$ cat config.mk
export PLATFORM = sky130hd
export DESIGN_NAME = coder_stream_demux
export DESIGN_NICKNAME = d
export VERILOG_FILES = /design/src/rtl/coder_stream_demux.sv
export SDC_FILE = /design/constraint.sdc
export NUM_CORES = 2
export LEC_CHECK = 0
export BUFFER_PORTS_ARGS = -buffer_cell sky130_fd_sc_hd__buf_2
export CAP_MARGIN = 20
export CELL_PAD_IN_SITES_DETAIL_PLACEMENT = 0
export CELL_PAD_IN_SITES_GLOBAL_PLACEMENT = 1
export CORE_UTILIZATION = 30
export DETAILED_ROUTE_END_ITERATION = 12
export PLACE_DENSITY = 0.57
export SLEW_MARGIN = 10
export SYNTH_ARGS = -nofsm -noshare
export SYNTH_HDL_FRONTEND = slang
export SYNTH_SLANG_ARGS = --single-unit
export TNS_END_PERCENT = 5
$ cat constraint.sdc
create_clock -name coder_clk -period 7.1 [get_ports coder_clk]
set_clock_uncertainty 0.15 [all_clocks]
set_input_delay 0.71 -clock coder_clk [delete_from_list [all_inputs] [get_ports coder_clk]]
set_output_delay 0.71 -clock coder_clk [all_outputs]
set_load 0.005 [all_outputs]
$ cat src/rtl/coder_stream_demux.sv
// Splits the idx-tagged coder byte stream into per-lane FIFOs and tracks global end-of-stream.
// Optional DEMUX_STATS_EN adds saturating stat_bytes / stat_drops counters.
module coder_stream_demux #(
  parameter int LANES = 8,
  parameter int DEPTH = 16
) (
  input  logic                 coder_clk,
  input  logic                 coder_rst,
  input  logic                 in_valid,
  output logic                 in_ready,
  input  logic [7:0]           in_bits_idx,
  input  logic [7:0]           in_bits_byte,
  input  logic                 in_bits_last,
  output logic [LANES-1:0]     out_valid,
  input  logic [LANES-1:0]     out_ready,
  output logic [8*LANES-1:0]   out_bits_byte,
  output logic [LANES-1:0]     out_bits_last,
  output logic                 stream_done
`ifdef DEMUX_STATS_EN
  ,
  output logic [31:0]          stat_bytes,
  output logic [15:0]          stat_drops
`endif
);

  localparam int PW = $clog2(DEPTH);
  localparam int CW = PW + 1;
  localparam logic [7:0]    LANES_IDX = 8'(LANES);
  localparam logic [CW-1:0] FULL_CNT  = CW'(DEPTH);

  typedef enum logic {RUN, DRAIN} state_t;
  state_t state;

  logic             idx_legal;
  logic             sel_full;
  logic             accept;
  logic             all_empty_nxt;
  logic [LANES-1:0] lane_sel;
  logic [LANES-1:0] full;
  logic [LANES-1:0] wr_en;
  logic [LANES-1:0] rd_en;
  logic [LANES-1:0] empty_nxt;

  // Handshake: a beat moves on in_valid & in_ready; each lane pops on out_valid & out_ready.
  assign idx_legal = in_bits_idx < LANES_IDX;

  always_comb begin
    lane_sel = '0;
    for (int i = 0; i < LANES; i++) begin
      lane_sel[i] = (in_bits_idx == 8'(i));
    end
  end

  assign sel_full      = |(full & lane_sel);
  assign in_ready      = ~coder_rst & (state == RUN) & (~idx_legal | ~sel_full);
  assign accept        = in_valid & in_ready;
  assign wr_en         = {LANES{accept & idx_legal}} & lane_sel;
  assign all_empty_nxt = &empty_nxt;

  for (genvar g = 0; g < LANES; g++) begin : g_lane
    logic [8:0]    mem [DEPTH];
    logic [PW-1:0] rd_ptr;
    logic [PW-1:0] wr_ptr;
    logic [PW-1:0] rd_ptr_nxt;
    logic [CW-1:0] cnt;
    logic [CW-1:0] cnt_nxt;
    logic [8:0]    head;

    assign full[g]      = (cnt == FULL_CNT);
    assign rd_en[g]     = out_ready[g] & (cnt != '0);
    assign rd_ptr_nxt   = rd_ptr + PW'(rd_en[g]);
    assign empty_nxt[g] = (cnt_nxt == '0);

    always_comb begin
      cnt_nxt = cnt;
      case ({wr_en[g], rd_en[g]})
        2'b10:   cnt_nxt = cnt + CW'(1);
        2'b01:   cnt_nxt = cnt - CW'(1);
        default: cnt_nxt = cnt;
      endcase
    end

    always_ff @(posedge coder_clk) begin
      if (wr_en[g]) begin
        mem[wr_ptr] <= {in_bits_last, in_bits_byte};
      end
    end

    // head is a registered copy of the entry at rd_ptr; a write landing on the
    // next head slot (empty lane, or last entry being popped) is forwarded into it.
    always_ff @(posedge coder_clk) begin
      if (coder_rst) begin
        rd_ptr <= '0;
        wr_ptr <= '0;
        cnt    <= '0;
        head   <= '0;
      end else begin
        if (wr_en[g]) begin
          wr_ptr <= wr_ptr + PW'(1);
        end
        rd_ptr <= rd_ptr_nxt;
        cnt    <= cnt_nxt;
        if (wr_en[g] && (wr_ptr == rd_ptr_nxt)) begin
          head <= {in_bits_last, in_bits_byte};
        end else if (rd_en[g] && (cnt > CW'(1))) begin
          head <= mem[rd_ptr_nxt];
        end
      end
    end

    assign out_valid[g]             = (cnt != '0);
    assign out_bits_byte[8*g +: 8]  = head[7:0];
    assign out_bits_last[g]         = head[8];
  end

  // stream_done is raised for the first cycle in DRAIN where every lane is empty,
  // and that same cycle returns the machine to RUN.
  always_ff @(posedge coder_clk) begin
    if (coder_rst) begin
      state       <= RUN;
      stream_done <= 1'b0;
    end else begin
      case (state)
        RUN: begin
          stream_done <= 1'b0;
          if (accept && in_bits_last) begin
            state       <= DRAIN;
            stream_done <= all_empty_nxt;
          end
        end
        DRAIN: begin
          if (stream_done) begin
            state       <= RUN;
            stream_done <= 1'b0;
          end else begin
            stream_done <= all_empty_nxt;
          end
        end
        default: begin
          state       <= RUN;
          stream_done <= 1'b0;
        end
      endcase
    end
  end

`ifdef DEMUX_STATS_EN
  always_ff @(posedge coder_clk) begin
    if (coder_rst) begin
      stat_bytes <= '0;
      stat_drops <= '0;
    end else begin
      if (accept && idx_legal && !(&stat_bytes)) begin
        stat_bytes <= stat_bytes + 32'd1;
      end
      if (accept && !idx_legal && !(&stat_drops)) begin
        stat_drops <= stat_drops + 16'd1;
      end
    end
  end
`endif

endmodule

# Word level (Yosys, flattened, before mapping)
# Memories as Yosys holds them, arrays and structs flattened. A register that Yosys moved wholly into a read port is not among the register bits.
# Index checks and enable logic that the tools add are counted.
# totals
reg_bits,106
inputBits,28
out_inout_bits,82
mem_bits_rw,1152
mem_count,8
elab_cells,207
# memory_table
name,words,width,read_ports,rd_ports_with_merged_regs,write_ports,line_no,rtl
g_lane[0].mem,16,9,1,1,1,61,logic [8:0] mem [DEPTH];
g_lane[1].mem,16,9,1,1,1,61,
g_lane[2].mem,16,9,1,1,1,61,
g_lane[3].mem,16,9,1,1,1,61,
g_lane[4].mem,16,9,1,1,1,61,
g_lane[5].mem,16,9,1,1,1,61,
2 more memories,n/a,n/a,n/a,n/a,n/a,n/a,
# op_classes
n_bitwise,19
reduce_logical,44
n_eq_ne,39
add_sub_neg,32
mux,30
magnitude_cmp,9
# ops
op,n
5-bit one-hot mux with 2 select lines,8
"5-bit by 1-bit adder with 5-bit output, second input constant",8
"5-bit equality test, second input constant",8
"5-bit by 1-bit > comparator with 1-bit output, second input constant",8
5-bit logical NOT,8
5-bit nonzero test,8
"5-bit by 1-bit subtractor with 5-bit output, second input constant",8
4-bit by 1-bit adder with 4-bit output,8
"4-bit by 1-bit adder with 4-bit output, second input constant",8
4-bit equality test,8
"8-bit by 3-bit equality test with 1-bit output, second input constant",4
1-bit 2-to-1 mux,20
1-bit logical AND,17
8-bit bitwise AND,2
"2-bit by 1-bit equality test with 1-bit output, second input constant",8
"2-bit equality test, second input constant",8
"8-bit by 2-bit equality test with 1-bit output, second input constant",2
2-bit nonzero test,8
1-bit bitwise AND,12
"8-bit by 1-bit equality test with 1-bit output, second input constant",1
8-bit logical NOT,1
"8-bit by 4-bit < comparator with 1-bit output, second input constant",1
8-bit AND reduction,1
8-bit OR reduction,1
other kinds (3),7

# Depth between registers and ports, before layout
# logic_depth
ltp_word,15
mapped_depth,17
depth_no_buf,14

# Worst setup path after synthesis
# Ideal clock, no wire load.
# synth_timing
path_type,input-to-reg
startpoint,input coder_rst
endpoint,register stream_done
path_stages,16
path_buffers,4
arrival_ps,3924
setup_slack_ps,2935
path_cell_list,clkbuf_1 nor4b_1 nand3_1 nor4_1 clkbuf_1 and2_1 clkbuf_1 inv_1 ha_1 clkbuf_1 and4b_1 a221oi_1 a31oi_1 nor4_1 nand4_1 nor4_1
# synth_via
elab_chain_len,12
word_cells_on_any_way,43
cone_classes,eq/ne: 16; mux: 11; bitwise: 6; reduce/logical: 10
# synth_rtl
item,line_no,rtl
start: declaration,8,"input logic coder_rst,"
1-bit NOT *,55,assign in_ready = ~coder_rst & (state == RUN) & (~idx_legal | ~sel_full);
1-bit bitwise AND * (2 in series),55,
1-bit bitwise AND *,56,assign accept = in_valid & in_ready;
1-bit bitwise AND *,57,assign wr_en = {LANES{accept & idx_legal}} & lane_sel;
8-bit bitwise AND *,57,
net wr_en[2],40,logic [LANES-1:0] wr_en;
2-bit by 1-bit equality test with 1-bit output or 2-bit equality test (tied branches),76,"case ({wr_en[g], rd_en[g]})"
5-bit one-hot mux with 2 select lines *,76,
5-bit logical NOT *,72,assign empty_nxt[g] = (cnt_nxt == '0);
8-bit AND reduction *,58,assign all_empty_nxt = &empty_nxt;
"1-bit 2-to-1 mux, on equally long branches","132, 126",
1-bit one-hot mux with 2 select lines *,123,case (state)
end signal: assignment,128,stream_done <= all_empty_nxt;
end signal: assignment,136,stream_done <= all_empty_nxt;
end: declaration,18,output logic stream_done
# Mark *: on every way through the listed nets, which the timed path passes. The rest lies on a longest branch.
# A chain may end at the register's enable or synchronous reset.

# Worst setup path in the final report
# layout_timing
startpoint,register g_lane[1].cnt[0]
endpoint,"register g_lane[1].head[7], read port of g_lane[1].mem"
# layout_via
word_cells_on_any_way,17
cone_classes,add/sub: 1; order compare: 1; eq/ne: 2; bitwise: 8; reduce/logical: 5
# layout_rtl
item,line_no,rtl
start: declaration,65,logic [CW-1:0] cnt;
start signal: assignment,102,cnt <= cnt_nxt;
5-bit nonzero test *,70,assign rd_en[g] = out_ready[g] & (cnt != '0);
1-bit bitwise AND *,70,
4-bit by 1-bit adder with 4-bit output *,71,assign rd_ptr_nxt = rd_ptr + PW'(rd_en[g]);
net g_lane[1].rd_ptr_nxt[0],64,logic [PW-1:0] rd_ptr_nxt;
4-bit equality test,103,if (wr_en[g] && (wr_ptr == rd_ptr_nxt)) begin
1-bit logical AND,103,
2-bit nonzero test (no source line),n/a,
end: declaration,67,logic [8:0] head;
# Marks and branches as above.

==> results_dict.tcl <==
set metrics [dict create \
    total_power_consumption_of_the_routed_design_mw 16.4 \
    startpoint_type "register" \
    die_area_um2 183000 \
    clkTransAtPathRegs_ns 0.06 \
    run_status "finished clean" \
    post_cts_buffers 0 \
    gp_congestion 0.805 \
    synth_area_leader_cell "edfxtp_1" \
    io_pins 110 \
    reg2regPathDepth 12 \
    clock_latency_ns 0.79 \
    maxSlewViolCount 0 \
    first_global_vias 28300 \
    pin_count_of_the_biggest_net_entering_global_routing 78 \
    final_core_utilization_pct 35.1 \
    post_cts.resized_instances 0 \
    critPathKind "register to register" \
    core_um2 179000 \
    yosys_warnings 0 \
    num_vias 27600 \
    maxCapViolCount 0 \
    final_common_cell "edfxtp_1" \
    antenna_violations_before_repair 9 \
    netlist.area_leader.share_pct 63.7 \
    tritoncts.num_buffers 145 \
    ys_ff_latch 1330 \
    final_cell_mix "edfxtp_1 (1152), mux4_2 (351), nor2_1 (197)" \
    synth_ff_type "edfxtp_1" \
    crit_path_max_fanout 24 \
    clock-root-buffer "clkbuf_16" \
    fin_crit_sh_pct 68.0 \
    drt_iter0_markers 2211 \
    worst_ep_arrival_time_ns 5.31 \
    netlist-cell-type-count 69 \
    syn_inst 3047 \
    number_of_enable_flip_flop_cells_after_synthesis 1152 \
    vdd_drop_max_mv 0.201 \
    min_path_type "input pin to register" \
    clock_sink_count 1330 \
    worst_ep_required_time_ns 7.59 \
    floorplan.rows 155 \
    unrepaired_setup_endpoints_after_global_routing "false" \
    number_of_routed_nets_with_antenna_violations 0 \
    layout_overhead_on_the_synthesized_area_pct 15.9 \
    drive_above_1_share_pct 25.2 \
    syn_area_um2 54300 \
    setup-violations-final 0 \
    syn_nets 3171 \
    hold_viol 0 \
    slew-limit-headroom_pct 27.2 \
    initial_core_util_pct 30.3 \
    cts-htree-levels 4 \
    floorplan_die_width_um 428 \
    endpoint_kind "register" \
    p_per_area_nw_per_um2 260 \
    netlist_top_cells_area "edfxtp_1 (64%), mux4_2 (15%), dfxtp_1 (6.6%), ha_1 (2.2%), nor2_1 (1.4%)" \
    globalRouteOverflowTotal 0 \
    static-leakage-power_nw 19.9 \
    wire_per_inst_um 23.6 \
    maxClockFrequency_ghz 0.207 \
    post-place-cells 5408 \
    dieHeight_um 428 \
    synth.yosys.seq_area_share_pct 70.2 \
    placement.io_buffers 109 \
    final_instance_count_without_filler_cells 5696 \
    period_minus_slack_ns 4.83 \
    gr-usage-all-layers_pct 14.8 \
    drcViolationCount 0 \
    post-dp-hpwl_um 84900 \
    final.setup.tns_ns 0 \
    min_path_cells 2 \
    synth_async_sr_flop_share_pct 0 \
    grt_first_pass_wirelength_um 198000 \
    syn_area_per_cell_um2 17.8 \
    timing_worst_slew_pin_value_ns 1.09 \
    dr.pass1.iters 5 \
    clockBufferDepth 3 \
    layout.nets 3336 \
    route.final.wire_length_um 135000 \
    cts_tree "yes" \
    cts-hold-fix-buffers 0 \
    routed_via_density 4.85 \
]
==> metrics by stage <==
step / cell area, um^2 / hold WS, ns / worst slack, ns
2_1_floorplan: 54300 / 0.304 / 2.93
3_3_place_gp: 57800 / 0.312 / 1.69
3_5_place_dp: 57900 / 0.303 / 1.69
4_1_cts: 62800 / 0.147 / 2.17
5_1_grt: 63000 / 0.188 / 1.90
6_report: 63000 / 0.208 / 2.27
==> final cells by class <==
| type | count | area, um^2 |
|---|---|---|
| diodes | 6 | 15.0 |
| clock buffers | 184 | 3850 |
| clock inverters | 86 | 1070 |
| fillers | 16900 | 116000 |
| inverters | 76 | 285 |
| multi-input cells | 1475 | 15400 |
| flip-flops and latches | 1330 | 38200 |
| well taps | 2355 | 2950 |
| repair buffers | 184 | 1210 |
==> registers in the layout, summed over array words and instances (netlist names) <==
| name | cells |
|---|---|
| g_lane.cnt | 40 |
| g_lane.head | 72 |
| g_lane.mem | 1152 |
| g_lane.rd_ptr | 32 |
| g_lane.wr_ptr | 32 |
| state | 1 |
| stream_done | 1 |
==> cell families after synthesis <==
logic type | share of synthesized area (%)
simple gates | 6.02
fa+ha+maj | 2.21
buf+inv | 1.77
compound gates | 3.14
flops | 70.2
mux | 15.5
xor+xnor | 1.16
==> synthesized netlist by cell type (all sizes together), types with 5 or more instances <==
library cell,instances
a211oi,20
a21oi,29
a221o,8
a221oi,5
a22oi,9
a31oi,51
buf,56
clkbuf,110
dfxtp,178
edfxtp,1152
ha,96
inv,76
mux2,10
mux2i,40
mux4,351
nand2,160
nand2b,29
nand3,36
nand4,20
nor2,197
nor2b,75
nor3,77
nor3b,9
nor4,14
o21ai,15
o21bai,47
o2bb2ai,10
o31ai,12
or2,8
or3,6
or3b,7
xnor2,30
xor2,42
==> worst paths after layout <==
path         slack, ns              start           endpoint
max               2.27   g_lane[1].cnt[0]  g_lane[1].head[7]
min               0.21          coder_rst   g_lane[2].cnt[0]
max reg2reg       2.27   g_lane[1].cnt[0]  g_lane[1].head[7]
min reg2reg       0.31  g_lane[3].head[7]  g_lane[3].head[7]
==> where the power goes <==
part           switching, mW  internal [mW]  total (mW)
logic                  0.177         0.0259       0.203
registers            0.00133           8.48        8.48
clock network           3.25           4.46        7.71
total                   3.42           13.0        16.4
==> worst max-delay path, stage by stage (launching register included) <==
cell	delay (ns)
dfxtp_1	0.38
inv_1	0.15
ha_1	0.20
or4b_2	0.61
nand2_1	0.13
inv_1	0.11
ha_2	0.92
buf_4	0.45
mux4_2	0.61
mux4_2	0.48
nor2b_1	0.16
a211oi_1	0.25
nor3_1	0.07
==> metal layers <==
| metal | track usage (%) | vias up | wire (um) |
|---|---|---|---|
| li1 | - | 12500 | - |
| met1 | 19.8 | 14400 | 59400 |
| met2 | 24.0 | 580 | 65600 |
| met3 | 2.63 | 194 | 5590 |
| met4 | 5.28 | 2 | 3980 |
| met5 | 0 | - | 13 |
Power figures use the tool's default switching activity.
